--- src/rtl/reg_cmd_parser_if.sv ---
// Bundle of the byte-stream, register-access and transmit signals that
// connect the command parser to its neighbours.
interface reg_cmd_parser_if;
    logic [7:0] rx_data;
    logic       rx_valid;
    logic [7:0] reg_data;
    logic       reg_write;
    logic       reg_read;
    logic [7:0] reg_rdata;
    logic       reg_valid;
    logic [7:0] tx_data;
    logic       tx_valid;
    logic       tx_ready;
    logic       busy;
    logic       err;

    // Parser side: consumes rx/reg responses/tx_ready, drives the rest.
    modport slave (
        input  rx_data, rx_valid, reg_rdata, reg_valid, tx_ready,
        output reg_data, reg_write, reg_read, tx_data, tx_valid, busy, err
    );

    // Environment side: byte source, register block and transmitter.
    modport master (
        output rx_data, rx_valid, reg_rdata, reg_valid, tx_ready,
        input  reg_data, reg_write, reg_read, tx_data, tx_valid, busy, err
    );
endinterface

--- src/rtl/reg_cmd_parser.sv ---
// Byte-stream command parser in front of the registers block.
// 'W' addr data writes a register, 'R' addr reads one and returns the byte
// on the transmit handshake (ERR_BYTE if the registers never answer).
//
// state    | meaning
// ---------+--------------------------------------------------------
// IDLE     | waiting for a command byte
// GET_ADDR | waiting for the address byte
// GET_DATA | waiting for the write data byte
// WR_ADDR  | presenting address with reg_write
// WR_DATA  | presenting write data with reg_write
// RD_REQ   | presenting address with reg_read
// RD_WAIT  | waiting for reg_valid, timeout down-counter running
// TX       | holding tx_data/tx_valid until tx_ready
//
// Every output is a flop loaded from the next-state decode, so outputs line
// up with the state they belong to and the latencies are a single clock.
module reg_cmd_parser #(
    parameter logic [7:0]  CMD_WR     = 8'h57,
    parameter logic [7:0]  CMD_RD     = 8'h52,
    parameter int unsigned RD_TIMEOUT = 16,
    parameter logic [7:0]  ERR_BYTE   = 8'hEE
) (
    input  logic           clk,
    input  logic           nRst,
    reg_cmd_parser_if.slave bus
);

    localparam int unsigned   CW      = (RD_TIMEOUT > 1) ? $clog2(RD_TIMEOUT) : 1;
    localparam logic [CW-1:0] TO_LOAD = CW'(RD_TIMEOUT - 1);

    typedef enum logic [2:0] {
        IDLE, GET_ADDR, GET_DATA, WR_ADDR, WR_DATA, RD_REQ, RD_WAIT, TX
    } state_t;

    state_t        state_q, state_nx;
    logic [7:0]    addr_q, addr_nx;
    logic [7:0]    data_q, data_nx;
    logic          is_rd_q, is_rd_nx;
    logic [CW-1:0] cnt_q, cnt_nx;
    logic [7:0]    reg_data_q, reg_data_nx;
    logic          reg_write_q, reg_write_nx;
    logic          reg_read_q, reg_read_nx;
    logic [7:0]    tx_data_q, tx_data_nx;
    logic          tx_valid_q, tx_valid_nx;
    logic          busy_q;
    logic          err_q, err_nx;

    assign bus.reg_data  = reg_data_q;
    assign bus.reg_write = reg_write_q;
    assign bus.reg_read  = reg_read_q;
    assign bus.tx_data   = tx_data_q;
    assign bus.tx_valid  = tx_valid_q;
    assign bus.busy      = busy_q;
    assign bus.err       = err_q;

    // State, command context and registered outputs.
    always_ff @(posedge clk or negedge nRst) begin
        if (!nRst) begin
            state_q     <= IDLE;
            addr_q      <= '0;
            data_q      <= '0;
            is_rd_q     <= 1'b0;
            cnt_q       <= '0;
            reg_data_q  <= '0;
            reg_write_q <= 1'b0;
            reg_read_q  <= 1'b0;
            tx_data_q   <= '0;
            tx_valid_q  <= 1'b0;
            busy_q      <= 1'b0;
            err_q       <= 1'b0;
        end else begin
            state_q     <= state_nx;
            addr_q      <= addr_nx;
            data_q      <= data_nx;
            is_rd_q     <= is_rd_nx;
            cnt_q       <= cnt_nx;
            reg_data_q  <= reg_data_nx;
            reg_write_q <= reg_write_nx;
            reg_read_q  <= reg_read_nx;
            tx_data_q   <= tx_data_nx;
            tx_valid_q  <= tx_valid_nx;
            busy_q      <= (state_nx != IDLE);
            err_q       <= err_nx;
        end
    end

    // Next-state decode and next values of every registered output.
    always_comb begin
        state_nx     = state_q;
        addr_nx      = addr_q;
        data_nx      = data_q;
        is_rd_nx     = is_rd_q;
        cnt_nx       = cnt_q;
        reg_data_nx  = reg_data_q;
        reg_write_nx = 1'b0;
        reg_read_nx  = 1'b0;
        tx_data_nx   = tx_data_q;
        tx_valid_nx  = 1'b0;
        err_nx       = 1'b0;

        case (state_q)
            IDLE: begin
                if (bus.rx_valid) begin
                    if (bus.rx_data == CMD_WR) begin
                        is_rd_nx = 1'b0;
                        state_nx = GET_ADDR;
                    end else if (bus.rx_data == CMD_RD) begin
                        is_rd_nx = 1'b1;
                        state_nx = GET_ADDR;
                    end else begin
                        err_nx = 1'b1;
                    end
                end
            end
            GET_ADDR: begin
                if (bus.rx_valid) begin
                    addr_nx = bus.rx_data;
                    if (is_rd_q) begin
                        reg_data_nx = bus.rx_data;
                        reg_read_nx = 1'b1;
                        cnt_nx      = TO_LOAD;
                        state_nx    = RD_REQ;
                    end else begin
                        state_nx = GET_DATA;
                    end
                end
            end
            GET_DATA: begin
                if (bus.rx_valid) begin
                    data_nx      = bus.rx_data;
                    reg_data_nx  = addr_q;
                    reg_write_nx = 1'b1;
                    state_nx     = WR_ADDR;
                end
            end
            WR_ADDR: begin
                err_nx       = bus.rx_valid;
                reg_data_nx  = data_q;
                reg_write_nx = 1'b1;
                state_nx     = WR_DATA;
            end
            WR_DATA: begin
                err_nx   = bus.rx_valid;
                state_nx = IDLE;
            end
            RD_REQ: begin
                err_nx   = bus.rx_valid;
                state_nx = RD_WAIT;
            end
            RD_WAIT: begin
                err_nx = bus.rx_valid;
                // A response on the last counted cycle still beats the timeout.
                if (bus.reg_valid) begin
                    tx_data_nx  = bus.reg_rdata;
                    tx_valid_nx = 1'b1;
                    state_nx    = TX;
                end else if (cnt_q == '0) begin
                    tx_data_nx  = ERR_BYTE;
                    tx_valid_nx = 1'b1;
                    err_nx      = 1'b1;
                    state_nx    = TX;
                end else begin
                    cnt_nx = cnt_q - 1'b1;
                end
            end
            TX: begin
                err_nx = bus.rx_valid;
                if (bus.tx_ready) begin
                    state_nx = IDLE;
                end else begin
                    tx_valid_nx = 1'b1;
                end
            end
            default: state_nx = IDLE;
        endcase
    end

endmodule

--- src/flat_wrapper.sv ---
// flat-port wrapper written by rule: the top's interface ports become plain ports
module reg_cmd_parser_flat 
#(
    parameter logic [7:0]  CMD_WR     = 8'h57,
    parameter logic [7:0]  CMD_RD     = 8'h52,
    parameter int unsigned RD_TIMEOUT = 16,
    parameter logic [7:0]  ERR_BYTE   = 8'hEE
)
  (clk, nRst, bus_rx_data, bus_rx_valid, bus_reg_rdata, bus_reg_valid, bus_tx_ready, bus_reg_data, bus_reg_write, bus_reg_read, bus_tx_data, bus_tx_valid, bus_busy, bus_err);
  reg_cmd_parser_if bus_i ();
  input  logic clk;
  input  logic nRst;
  input wire logic [$bits(bus_i.rx_data)-1:0] bus_rx_data;
  input wire logic [$bits(bus_i.rx_valid)-1:0] bus_rx_valid;
  input wire logic [$bits(bus_i.reg_rdata)-1:0] bus_reg_rdata;
  input wire logic [$bits(bus_i.reg_valid)-1:0] bus_reg_valid;
  input wire logic [$bits(bus_i.tx_ready)-1:0] bus_tx_ready;
  output wire logic [$bits(bus_i.reg_data)-1:0] bus_reg_data;
  output wire logic [$bits(bus_i.reg_write)-1:0] bus_reg_write;
  output wire logic [$bits(bus_i.reg_read)-1:0] bus_reg_read;
  output wire logic [$bits(bus_i.tx_data)-1:0] bus_tx_data;
  output wire logic [$bits(bus_i.tx_valid)-1:0] bus_tx_valid;
  output wire logic [$bits(bus_i.busy)-1:0] bus_busy;
  output wire logic [$bits(bus_i.err)-1:0] bus_err;
  assign bus_i.rx_data = bus_rx_data;
  assign bus_i.rx_valid = bus_rx_valid;
  assign bus_i.reg_rdata = bus_reg_rdata;
  assign bus_i.reg_valid = bus_reg_valid;
  assign bus_i.tx_ready = bus_tx_ready;
  assign bus_reg_data = bus_i.reg_data;
  assign bus_reg_write = bus_i.reg_write;
  assign bus_reg_read = bus_i.reg_read;
  assign bus_tx_data = bus_i.tx_data;
  assign bus_tx_valid = bus_i.tx_valid;
  assign bus_busy = bus_i.busy;
  assign bus_err = bus_i.err;
  reg_cmd_parser #(.CMD_WR(CMD_WR), .CMD_RD(CMD_RD), .RD_TIMEOUT(RD_TIMEOUT), .ERR_BYTE(ERR_BYTE)) u_core (.clk(clk), .nRst(nRst), .bus(bus_i));
endmodule
--- config.mk ---
export PLATFORM = sky130hd
export DESIGN_NAME = reg_cmd_parser_flat
export DESIGN_NICKNAME = d
export VERILOG_FILES = /design/src/rtl/reg_cmd_parser_if.sv /design/src/rtl/reg_cmd_parser.sv /design/src/flat_wrapper.sv
export SDC_FILE = /design/constraint.sdc
export NUM_CORES = 1
export LEC_CHECK = 0
export ABC_CLOCK_PERIOD_IN_PS = 2200
export CAP_MARGIN = 20
export CORE_ASPECT_RATIO = 1.25
export CORE_MARGIN = 2
export CORE_UTILIZATION = 53
export CTS_BUF_LIST = sky130_fd_sc_hd__clkbuf_4
export CTS_CLUSTER_DIAMETER = 50
export DETAILED_ROUTE_END_ITERATION = 6
export PLACE_DENSITY = 0.82
export SYNTH_ARGS = -nofsm -noshare
export SYNTH_HDL_FRONTEND = slang
export SYNTH_SLANG_ARGS = --single-unit
--- constraint.sdc ---
create_clock -name clk -period 2.2 [get_ports clk]
set_clock_uncertainty 0.1 [all_clocks]
set_input_delay 0.66 -clock clk [delete_from_list [all_inputs] [get_ports clk]]
set_output_delay 0.66 -clock clk [all_outputs]
set_load 0.01 [all_outputs]
==> results.json, run 1 <==
{
  "status": "complete, no violations",
  "vdd_drop_max_mv": 0.911,
  "design_area_um2": 2760,
  "grt_pass1_vias": 1749,
  "setup_ws_ns": 0.117,
  "dpl-instance-area_um2": 2700,
  "worstSetupEndpointType": "output pin",
  "io-pin-count": 42,
  "cts_sinks": 45,
  "synth.avg_cell_area_um2": 11.4,
  "wirelength_um": 4730,
  "finalSetupViolCount": 0,
  "fin_nets": 266,
  "mostFrequentLayoutCells": "dfrtp_1 (45), clkdlybuf4s50_1 (40), buf_4 (19), mux2i_1 (17), mux2_2 (16)",
  "wl_per_cell_um": 15.8,
  "synth-edff-count": 0,
  "hpwl_um": 3600,
  "powerDensity_nw_per_um2": 1250,
  "critPathBufInv": 1,
  "slowest_stage": "clkdlybuf4s50_1",
  "synth_nets": 207,
  "die_area_um2": 4490,
  "crit_type": "reg -> out",
  "gr-usage-all-layers_pct": 23.7,
  "max_freq_mhz": 480,
  "yosys_most_used_dff": "dfrtp_1",
  "rows": 25,
  "cp.arrival_ns": 1.32,
  "overflow": 0,
  "rr_startpoint": "u_core.cnt_q[0]",
  "synth_cell_types": 40,
  "critPathMaxFanout": 2,
  "clk_latency_ns": 0.36,
  "viasPerCell": 5.41,
  "start_util_pct": 55.6,
  "drive_above_1_share_pct": 20.4,
  "slew_viol_final": 0,
  "cts_tree": "yes",
  "synth-seq-cells": 45,
  "critPathLaunch": "u_core.bus.reg_data[0]",
  "maxCapViolations": 0,
  "max_stage_delay_ns": 0.56,
  "slew-limit-headroom_pct": 57.6,
  "async_reset_ff_share_pct": 100,
  "rsz0062_at_grt": "false",
  "ctsResizeCount": 0,
  "tightest_slew_ns": 0.637,
  "syn_area_um2": 2100,
  "pre_cts_ws_ns": -0.128,
  "total_leakage_power_nw": 1.23,
  "numPlacedInstances": 291,
  "coreArea_um2": 3780,
  "antenna_left": 0,
  "gp_congestion": 0.898,
  "hp-class": "in -> async",
  "h-tree-depth": 2,
  "cts_root_buf": "clkbuf_4",
  "cp_top_family": "buffers and inverters",
  "vias": 1618,
  "antenna_found_initial": 0,
  "syn_to_final_growth_pct": 30.9,
  "hold_viol_final": 0,
  "grt_pass1_wl_um": 7850,
  "final_cells": 299,
  "seq_area_frac_synth_pct": 53.5,
  "drt-pass1-iter-count": 4,
  "worstSetupStartpointType": "flip-flop",
  "cts-buffers-inserted": 5,
  "fillers": 275,
  "post_cts_buffers": 0,
  "cts_hold_buf": 0,
  "power.total_mw": 3.44,
  "io_buffers": 41,
  "required_ns": 1.44,
  "syn_inst": 185,
  "diodes": 0,
  "yosys_warnings": 0,
  "fp.dieH_um": 74.5,
  "drc_errors": 0,
  "first_iter_violations": 61,
  "fin_crit_ns": 2.08,
  "crit_chain": "clkdlybuf4s50_1",
  "path_clk_slew_ns": 0.13,
  "cts_max_path_buffers": 2,
  "grt_max_degree": 28,
  "die_w_um": 60.4,
  "mostFrequentLayoutCell": "dfrtp_1",
  "timing.final.crit_share_pct": 94.7
}
-- sequential cells by signal (all words and copies together) (netlist names), 3 cells and up --
register and count:
u_core.addr_q 8, u_core.bus.reg_data 8, u_core.bus.tx_data 8, u_core.data_q 8, u_core.cnt_q 4, u_core.state_q 3
-- logic make-up after synthesis --
group | share of synthesized area, %
flip-flops | 53.5
AND/OR/NAND/NOR | 11.4
AO/OA/AOI/OAI | 12.6
multiplexers | 16.6
buffers and inverters | 4.46
XOR/XNOR | 0.832
adder cells (fa/ha/maj) | 0.594
-- cell usage after synthesis (2+ instances only) --
cell type,count,area [µm²]
nor4bb_1,2,20.0
o21ai_0,9,45.0
dfrtp_1,45,1130
o211ai_1,2,15.0
inv_1,13,48.8
nand2_1,8,30.0
clkbuf_1,5,18.8
nand2b_1,2,12.5
nand4_1,2,12.5
a21oi_1,11,55.1
mux2_2,16,180
nor2b_1,4,25.0
nor2_1,15,56.3
a32o_1,2,20.0
o22a_1,6,52.6
mux2i_1,17,170
buf_2,3,15.0
-- power breakdown --
group          switching (mW)  leakage [nW]  internal [mW]
sequential              0.275         0.550           1.20
combinational           0.687         0.646          0.890
clock                   0.266        0.0310          0.121
-- final cells by class --
cell class,instances,area (µm²),share of cell area [%]
clock inverter,3,17.5,0.636
multi-input combinational,118,890,32.3
sequential,45,1130,40.9
clock buffer,5,37.5,1.36
timing repair buffer,61,568,20.6
inverter,13,48.8,1.77
tap,54,67.6,2.45
-- metal layers --
layer	vias to the layer above	part of all wire [%]	GRT usage (%)
met5	-	0	0
met4	0	1.1	10.1
met3	6	5.3	6.09
met2	43	54	42.6
met1	799	39	26.0
li1	770	-	-
-- metrics by stage --
stage / util [%] / hold WS, ns / TNS [ns]
floorplan: - / 0.264 / 0
global placement: 71.2 / 0.361 / -0.408
detailed placement: 71.2 / 0.397 / -1.13
CTS: 72.7 / 0.121 / 0
global route: 72.8 / 0.135 / 0
finish: 72.8 / 0.126 / 0
-- final timing paths --
path	cells past startpoint	endpoint	slack (ns)
max	1	bus_reg_data[0]	0.12
min	1	u_core.bus.reg_data[2]	0.13
max reg2reg	6	u_core.cnt_q[3]	0.17
min reg2reg	1	u_core.data_q[7]	0.42
max in group asynchronous	2	u_core.bus.reg_data[4]	1.37
min in group clk	1	u_core.data_q[7]	0.42
Note: power is estimated with default switching activity, not from simulation.
==> run 2, diff against run 1 <==
- CTS_CLUSTER_SIZE: not set -> 14
==> results of run 2 <==
Same layout as run 1: the final DEF is identical, and so are final timing and power.
==> run 3, diff against run 2 <==
- ABC_CLOCK_PERIOD_IN_PS: 2200 -> 2600
- CORE_MARGIN: 2 -> not set
- CORE_UTILIZATION: 53 -> 57
- PLACE_DENSITY: 0.82 -> 0.87
- clock period: 2.2 -> 2.6 ns (I/O delays scaled with it)
==> run 3 against run 2 <==
Effect of this change:
- die area fell by 12%
- flip-flop and latch count unchanged
- cell area shrank 3.8%
- combinational power down 18%
- largest power group unchanged
- total power shrank 17%
- clock-buffer cell count is 1 higher
- register-to-register slack improved by 0.35 ns
- via count is 0.74% lower
- critical path type unchanged
- sequential share of layout area rose by 1.6 points
- clock power shrank 20%
- largest cell class unchanged
- worst hold slack improved by 0.16 ns
- sequential power down 15%
==> results.json, run 3 (same netlist as run 1, synthesis figures left out) <==
{
  "route.met3.wl_um": 243,
  "slowest_stage": "clkdlybuf4s50_1",
  "multiInputGateArea_um2": 885,
  "pre_cts_ws_ns": 0.120,
  "antenna_left": 0,
  "slew-limit-headroom_pct": 55.3,
  "max_stage_delay_ns": 0.57,
  "cts-buffers-inserted": 5,
  "tightest_slew_ns": 0.669,
  "powerDensity_nw_per_um2": 1080,
  "hpwl_um": 3330,
  "critPathLaunch": "u_core.bus.reg_data[6]",
  "clk_latency_ns": 0.35,
  "maxCapViolations": 0,
  "numPlacedInstances": 266,
  "rows": 24,
  "gp_congestion": 0.856,
  "critPathBufInv": 1,
  "wl_met1_um": 1740,
  "rr_startpoint": "u_core.cnt_q[0]",
  "cts_sinks": 45,
  "grt_pass1_vias": 1676,
  "post_cts_buffers": 0,
  "worstSetupEndpointType": "output pin",
  "rrSetupSlack_ns": 0.52,
  "viasPerCell": 5.88,
  "path_clk_slew_ns": 0.11,
  "cp.arrival_ns": 1.29,
  "critPathMaxFanout": 2,
  "io-pin-count": 42,
  "mostFrequentLayoutCells": "dfrtp_1 (45), clkdlybuf4s50_1 (40), mux2i_1 (17), mux2_2 (16), nor2_1 (15)",
  "fin_hold_ws_ns": 0.285,
  "first_iter_violations": 44,
  "start_util_pct": 59.9,
  "wirelength_um": 4380,
  "status": "complete, no violations",
  "crit_type": "reg -> out",
  "io_buffers": 41,
  "coreArea_um2": 3510,
  "vdd_drop_max_mv": 0.804,
  "rsz0062_at_grt": "false",
  "hold_viol_final": 0,
  "die_w_um": 56.4,
  "slew_viol_final": 0,
  "max_freq_mhz": 461,
  "finalSetupViolCount": 0,
  "drive_above_1_share_pct": 15.8,
  "fin_nets": 256,
  "syn_to_final_growth_pct": 25.9,
  "drc_errors": 0,
  "drt-pass1-iter-count": 4,
  "wl_met2_um": 2300,
  "required_ns": 1.72,
  "mostFrequentLayoutCell": "dfrtp_1",
  "cp_top_family": "buffers and inverters",
  "design_area_um2": 2650,
  "cts_root_buf": "clkbuf_4",
  "dpl-instance-area_um2": 2600,
  "top_layer": "met4",
  "seq_area_um2": 1130,
  "crit_chain": "clkdlybuf4s50_1",
  "gr-usage-all-layers_pct": 25.0,
  "wl_per_cell_um": 16.1,
  "grt_max_degree": 25,
  "overflow": 0,
  "fp.dieH_um": 69.9,
  "worstSetupStartpointType": "flip-flop",
  "h-tree-depth": 2,
  "fillers": 253,
  "die_area_um2": 3940,
  "vias": 1606,
  "cts_max_path_buffers": 2,
  "diodes": 0,
  "cts_hold_buf": 0,
  "cts_tree": "yes",
  "postLayoutCoreUtil_pct": 75.4,
  "total_leakage_power_nw": 1.18,
  "hp-class": "in -> async",
  "timing.final.crit_share_pct": 83.5,
  "grt_pass1_wl_um": 7530,
  "antenna_found_initial": 0,
  "power.total_mw": 2.86,
  "fin_crit_ns": 2.17,
  "final.setup.tns_ns": 0,
  "ctsResizeCount": 0,
  "final_cells": 273,
  "setup_ws_ns": 0.430
}
==> run 3: changes by cell type in the layout (fill, tap and decap cells not counted), sizes merged <==
| cell | previous run | this run |
|---|---|---|
| buf | 21 | 11 |
| clkbuf | 5 | 6 |
| clkinv | 2 | 1 |
| clkinvlp | 1 | 0 |
==> run 3: report_power, final <==
group | total (mW) | switching, mW | internal (mW)
Clock | 0.310 | 0.201 | 0.109
Combinational | 1.30 | 0.555 | 0.740
Sequential | 1.26 | 0.240 | 1.02
Total | 2.86 | 0.996 | 1.86
==> run 3: worst paths after layout <==
| kind | to | cells past startpoint |
|---|---|---|
| setup reg to reg | u_core.bus.tx_data[3] | 6 |
| min in group clk | u_core.bus.tx_data[0] | 1 |
| setup / recovery | bus_reg_data[6] | 1 |
| hold / removal | u_core.bus.reg_data[5] | 1 |
| max in group asynchronous | u_core.state_q[0] | 2 |
| hold reg to reg | u_core.bus.tx_data[0] | 1 |
==> run 3: layout make-up <==
class                      instances  share of cell area, %
inverter                          13                   1.84
multi-input combinational        118                   33.4
timing repair buffer              51                   18.6
clock inverter                     1                  0.142
sequential                        45                   42.5
clock buffer                       6                   1.70
tap                               39                   1.84
==> run 3: layer usage <==
| metal | vias up | GRT usage, % |
|---|---|---|
| met5 | - | 0 |
| met4 | 0 | 10.8 |
| met3 | 11 | 6.48 |
| met2 | 62 | 44.2 |
| met1 | 779 | 28.0 |
| li1 | 754 | - |
